## config.mk

```make
export PLATFORM = sky130hd
export DESIGN_NAME = alu_req_sequencer
export DESIGN_NICKNAME = d
export VERILOG_FILES = /design/src/rtl/alu_req_sequencer.sv
export SDC_FILE = /design/constraint.sdc
export NUM_CORES = 1
export LEC_CHECK = 0
export BUFFER_PORTS_ARGS = -buffer_cell sky130_fd_sc_hd__buf_2
export CORE_MARGIN = 1.5
export CORE_UTILIZATION = 55
export DETAILED_ROUTE_END_ITERATION = 10
export PLACE_DENSITY = 0.76
export SLEW_MARGIN = 20
export SYNTH_ARGS = -nofsm -noshare
export SYNTH_HDL_FRONTEND = slang
export SYNTH_SLANG_ARGS = --single-unit
```

## constraint.sdc

```tcl
create_clock -name clk -period 5.5 [get_ports clk]
set_input_delay 0.275 -clock clk [delete_from_list [all_inputs] [get_ports clk]]
set_output_delay 0.275 -clock clk [all_outputs]
set_load 0.01 [all_outputs]
```

## src/rtl/alu_req_sequencer.sv

```systemverilog
// Request/response sequencer around a 6-bit signed four-function ALU.
// Requests are accepted in IDLE, executed over one or three cycles, then held in RESP until accepted.
module alu_req_sequencer #(
    parameter bit          SERIAL_MUL3 = 1'b1,
    parameter int unsigned CNT_W       = 8
) (
    input  logic             clk,
    input  logic             rst_n,
    input  logic             req_valid,
    output logic             req_ready,
    input  logic [1:0]       req_op,
    input  logic [5:0]       req_a,
    input  logic [5:0]       req_b,
    output logic             rsp_valid,
    input  logic             rsp_ready,
    output logic [5:0]       rsp_data,
    output logic             rsp_ovf,
    output logic [1:0]       rsp_op,
    output logic [CNT_W-1:0] done_cnt
);

    localparam logic [1:0] S_IDLE = 2'd0;
    localparam logic [1:0] S_EXEC = 2'd1;
    localparam logic [1:0] S_RESP = 2'd2;

    localparam int unsigned DW = 6;
    localparam int unsigned FW = 9;

    logic [1:0]          state_q, state_d;
    logic [1:0]          op_q, op_d;
    logic [DW-1:0]       a_q, a_d;
    logic [DW-1:0]       b_q, b_d;
    logic signed [FW-1:0] acc_q, acc_d;
    logic [1:0]          cnt_q, cnt_d;
    logic                req_ready_q, req_ready_d;
    logic                rsp_valid_q, rsp_valid_d;
    logic [DW-1:0]       rsp_data_q, rsp_data_d;
    logic                rsp_ovf_q, rsp_ovf_d;
    logic [1:0]          rsp_op_q, rsp_op_d;
    logic [CNT_W-1:0]    done_cnt_q, done_cnt_d;

    logic signed [FW-1:0] a_x_c, b_x_c, f_c;
    logic signed [DW-1:0] d_wrap_c;
    logic [DW-1:0]        res_data_c;
    logic                 res_ovf_c;

    // Full-precision result from the latched operands; op11 folds the wrapped difference to a magnitude
    always_comb begin
        a_x_c    = {{(FW-DW){a_q[DW-1]}}, a_q};
        b_x_c    = {{(FW-DW){b_q[DW-1]}}, b_q};
        f_c      = '0;
        d_wrap_c = '0;
        case (op_q)
            2'b00:   f_c = (a_x_c <<< 2) + (b_x_c >>> 1);
            2'b01:   f_c = SERIAL_MUL3 ? acc_q : (a_x_c + (b_x_c <<< 1) + b_x_c);
            2'b10:   f_c = -b_x_c;
            default: f_c = (a_x_c <<< 1) - b_x_c;
        endcase
        if (op_q == 2'b11) begin
            d_wrap_c   = f_c[DW-1:0];
            res_data_c = (d_wrap_c > 6'sd0) ? d_wrap_c : -d_wrap_c;
            res_ovf_c  = (f_c > 9'sd31) || (f_c < -9'sd31);
        end else begin
            res_data_c = f_c[DW-1:0];
            res_ovf_c  = (f_c > 9'sd31) || (f_c < -9'sd32);
        end
    end

    // Next-state and output-register logic
    always_comb begin
        state_d     = state_q;
        op_d        = op_q;
        a_d         = a_q;
        b_d         = b_q;
        acc_d       = acc_q;
        cnt_d       = cnt_q;
        req_ready_d = req_ready_q;
        rsp_valid_d = rsp_valid_q;
        rsp_data_d  = rsp_data_q;
        rsp_ovf_d   = rsp_ovf_q;
        rsp_op_d    = rsp_op_q;
        done_cnt_d  = done_cnt_q;
        case (state_q)
            S_IDLE: begin
                if (req_valid && req_ready_q) begin
                    op_d        = req_op;
                    a_d         = req_a;
                    b_d         = req_b;
                    acc_d       = {{(FW-DW){req_a[DW-1]}}, req_a};
                    cnt_d       = (SERIAL_MUL3 && (req_op == 2'b01)) ? 2'd2 : 2'd0;
                    req_ready_d = 1'b0;
                    state_d     = S_EXEC;
                end
            end
            S_EXEC: begin
                if (SERIAL_MUL3 && (op_q == 2'b01)) begin
                    acc_d = acc_q + b_x_c;
                end
                if (cnt_q == 2'd0) begin
                    state_d = S_RESP;
                end else begin
                    cnt_d = cnt_q - 2'd1;
                end
            end
            S_RESP: begin
                // First RESP cycle registers the result; it then holds until the consumer takes it
                if (!rsp_valid_q) begin
                    rsp_valid_d = 1'b1;
                    rsp_data_d  = res_data_c;
                    rsp_ovf_d   = res_ovf_c;
                    rsp_op_d    = op_q;
                end else if (rsp_ready) begin
                    rsp_valid_d = 1'b0;
                    req_ready_d = 1'b1;
                    done_cnt_d  = done_cnt_q + CNT_W'(1);
                    state_d     = S_IDLE;
                end
            end
            default: begin
                state_d     = S_IDLE;
                req_ready_d = 1'b1;
                rsp_valid_d = 1'b0;
            end
        endcase
    end

    always_ff @(posedge clk or negedge rst_n) begin
        if (!rst_n) begin
            state_q     <= S_IDLE;
            op_q        <= '0;
            a_q         <= '0;
            b_q         <= '0;
            acc_q       <= '0;
            cnt_q       <= '0;
            req_ready_q <= 1'b1;
            rsp_valid_q <= 1'b0;
            rsp_data_q  <= '0;
            rsp_ovf_q   <= 1'b0;
            rsp_op_q    <= '0;
            done_cnt_q  <= '0;
        end else begin
            state_q     <= state_d;
            op_q        <= op_d;
            a_q         <= a_d;
            b_q         <= b_d;
            acc_q       <= acc_d;
            cnt_q       <= cnt_d;
            req_ready_q <= req_ready_d;
            rsp_valid_q <= rsp_valid_d;
            rsp_data_q  <= rsp_data_d;
            rsp_ovf_q   <= rsp_ovf_d;
            rsp_op_q    <= rsp_op_d;
            done_cnt_q  <= done_cnt_d;
        end
    end

    assign req_ready = req_ready_q;
    assign rsp_valid = rsp_valid_q;
    assign rsp_data  = rsp_data_q;
    assign rsp_ovf   = rsp_ovf_q;
    assign rsp_op    = rsp_op_q;
    assign done_cnt  = done_cnt_q;

endmodule

```

==> flow_summary.yaml <==
outcome:
  status: "complete, but fails checks"
  failed_checks: "negative hold slack"
timing:
  timing.fmax_ghz: 0.359
  whs_ps: -39.7
  period_share_pct: 50.7
  clock_skew_ps: 6.65
  setup_viol: 0
  finalSetupTns_ps: 0
  max-slew-margin-rel_pct: 53.8
  finalHoldViolCount: 45
  final.min_clock_period_ps: 2790
  drv_slew: 0
  worstMarginPinSlew_ps: 693
  rsz0062_at_grt: "false"
drt:
  wirelength_um: 6940
  antenna_left: 0
  routed-wl-met2_um: 3370
  wirelength_met1_um: 3140
  avgViaCountPerCell: 5.74
  vias: 2617
  wl_per_cell_um: 15.2
  drtPass1Iterations: 6
  dr.max_layer_used: "met4"
  route.met3.wl_um: 314
  dr.first_iter.drc_count: 136
  drc: 0
critical_path:
  critical-path-max-stage-delay_ps: 480
  crit_path_top_delay_cell: "dfrtp_1"
  crit_arrival_ps: 2970
  cp_max_fo: 7
  reg2reg_depth: 10
  cp.required_ps: 5680
  start_kind: "register"
  end_kind: "register"
  path_cells: "inv_1 > ha_1 > nor2b_1 > o31ai_1 > a21bo_2 > and2_2 > and3_1 > or4_1 > nor3_1 > a311oi_1"
  worstSetupPathType: "reg2reg"
global_routing:
  grt_antenna_before_repair: 0
  grt.total_usage_pct: 24.1
  grt_pass1_vias: 2566
  grt_max_degree: 47
  grt_pass1_wl_um: 11800
  grt_overflow_total: 0
die:
  die_h_um: 79.2
  die_x_um: 79.2
  core_area_um2: 5540
  start_util_pct: 57.7
  fp-row-count: 27
  fp.dieArea_um2: 6270
  ioPinCount: 37
logic_synthesis:
  synth_top_family_by_area: "compound AO/OA/AOI/OAI gates"
  synth_cells: 348
  yosys_warnings: 0
  synthArstFlopShare_pct: 100
  synth_xor_area_share_pct: 6.31
  ys_top_cells_by_area: "dfrtp_1 (35%), ha_1 (9.8%), o21ai_0 (5.8%)"
  seq_area_frac_synth_pct: 36.1
  synthAdderAreaFrac_pct: 11.7
  synth_compound_area_share_pct: 17.5
  ys_types: 55
  ys_seq_elements: 46
  syn_area_um2: 3190
  synthSimpleGateAreaFrac_pct: 17.2
  synth_area_leader_cell: "dfrtp_1"
  avgSynthCellArea_um2: 9.18
  synth_enable_flop_cells: 0
  yosysTopAreaCellShare_pct: 35.3
  synth_fp_nets: 394
  synth-main-ff-cell: "dfrtp_1"
  synth.area.mux_share_pct: 7.01
cells_and_area:
  final_util_pct: 64.1
  area_delta_synth_final_pct: 11.2
  final_cells: 456
  nNetsFinal: 429
  fin_area_um2: 3550
  drive_gt1_share_pct: 18.2
  antennaDiodeCount: 0
clock_tree:
  hold_buffers: 0
  h-tree-depth: 2
  worstSkewPairLatency_ps: 310
  cts_resized: 0
  clkSinkCount: 46
  cts_tree: "built"
  root_buffer: "clkbuf_8"
  cts.reportedPaths.clkPinSlew_ps: 90
  cts.path.max_buffers: 2
  cts_buffers: 5
  cts_setup_buffers: 0
placed_design:
  dpl.cell_count: 448
  place_congestion: 0.850
  io_buffers: 36
  dpl-instance-area_um2: 3430
  dp_hpwl_um: 5100
pwr:
  leakage_nw: 1.68
  peakVddDrop_uv: 287
  p_per_area_nw_per_um2: 656
flow_run:
  maxCapViolations: 0
hold_path:
  hp-class: "in2async"
[path summary, 6_finish.rpt]
check,from,to,slack (ps)
worst max-delay path,b_q[2],rsp_ovf,2710
min in group clk,req_b[1],b_q[1],160
worst max register to register,b_q[2],rsp_ovf,2710
worst min-delay path,rst_n,b_q[1],-40
max in group asynchronous,rst_n,done_cnt[1],5140
worst min register to register,rsp_data[0],rsp_data[0],480
[where the power goes]
part	leakage (nW)	internal (W)	switching [W]	total, W
sequential	0.572	0.000468	0.000178	0.000646
clock	0.0585	0.000136	0.000121	0.000257
combinational	1.05	0.000658	0.000770	0.00143
[logic make-up (layout without fill, tap and decap cells)]
| group | count (synthesis) | count (layout) |
|---|---|---|
| adders and majority gates | 28 | 28 |
| buffers and inverters | 34 | 70 |
| xor gates and xnor gates | 23 | 23 |
| muxes | 18 | 18 |
| AOI/OAI and AO/OA | 92 | 92 |
| and+or+nand+nor | 107 | 107 |
| DFF | 46 | 46 |
[per-stage QoR]
step	setup WS, ps	total power (W)
global route	2500	0.00256
CTS	2700	0.00233
detailed placement	2750	0.00205
global placement	2810	0.00200
floorplan	2930	0.00173
finish	2710	0.00233
[final cells by class]
type                            instances  area, um^2
Inverter                               25        93.8
Sequential cell                        46        1150
Timing Repair Buffer                   37         190
Multi-Input combinational cell        268        1910
Tap cell                               72        90.1
Clock inverter                          3        43.8
Fill cell                             473        1990
Clock buffer                            5        68.8
[sequential cells by signal (all words and copies together), names as in the netlist, 6 cells and up]
name      flops
a_q           6
rsp_data      6
acc_q         9
b_q           6
done_cnt      8
[routing by layer]
layer,vias up,GRT usage [%]
met5,-,0
met1,1246,30.7
met4,0,8.77
met2,62,40.9
li1,1297,-
met3,12,4.25
[cells in the mapped netlist, drive strengths merged (8+ instances only)]
library cell  instances
dfrtp                45
o21ai                38
nand2                30
ha                   25
inv                  25
a21oi                24
nor2                 23
xnor2                18
mux2                 12
nor3                  8
[critical path: cells and delay by family, from the launching register on]
| kind | cells | cell delay, ps |
|---|---|---|
| AO/OA/AOI/OAI | 3 | 590 |
| adder cells (fa/ha/maj) | 1 | 340 |
| buffers and inverters | 1 | 90 |
| flip-flops | 1 | 480 |
| AND/OR/NAND/NOR | 5 | 1170 |
[layout by cell type, fill, tap and decap left out, types with 4 or more instances in the layout]
cell type and count:
xnor2_1 18, mux2i_1 4, nor2b_1 7, ha_1 25, xor2_1 5, a211oi_1 4, clkbuf_8 5, o21ai_0 37
o31ai_1 4, nand2_1 30, nand2b_1 7, dfrtp_1 45, and3_1 4, nor2_1 22, nor3_1 8, inv_1 25
nand3_1 7, a21o_1 4, mux2_2 11, buf_2 35, a21oi_1 23
Power figures use the tool's default switching activity.
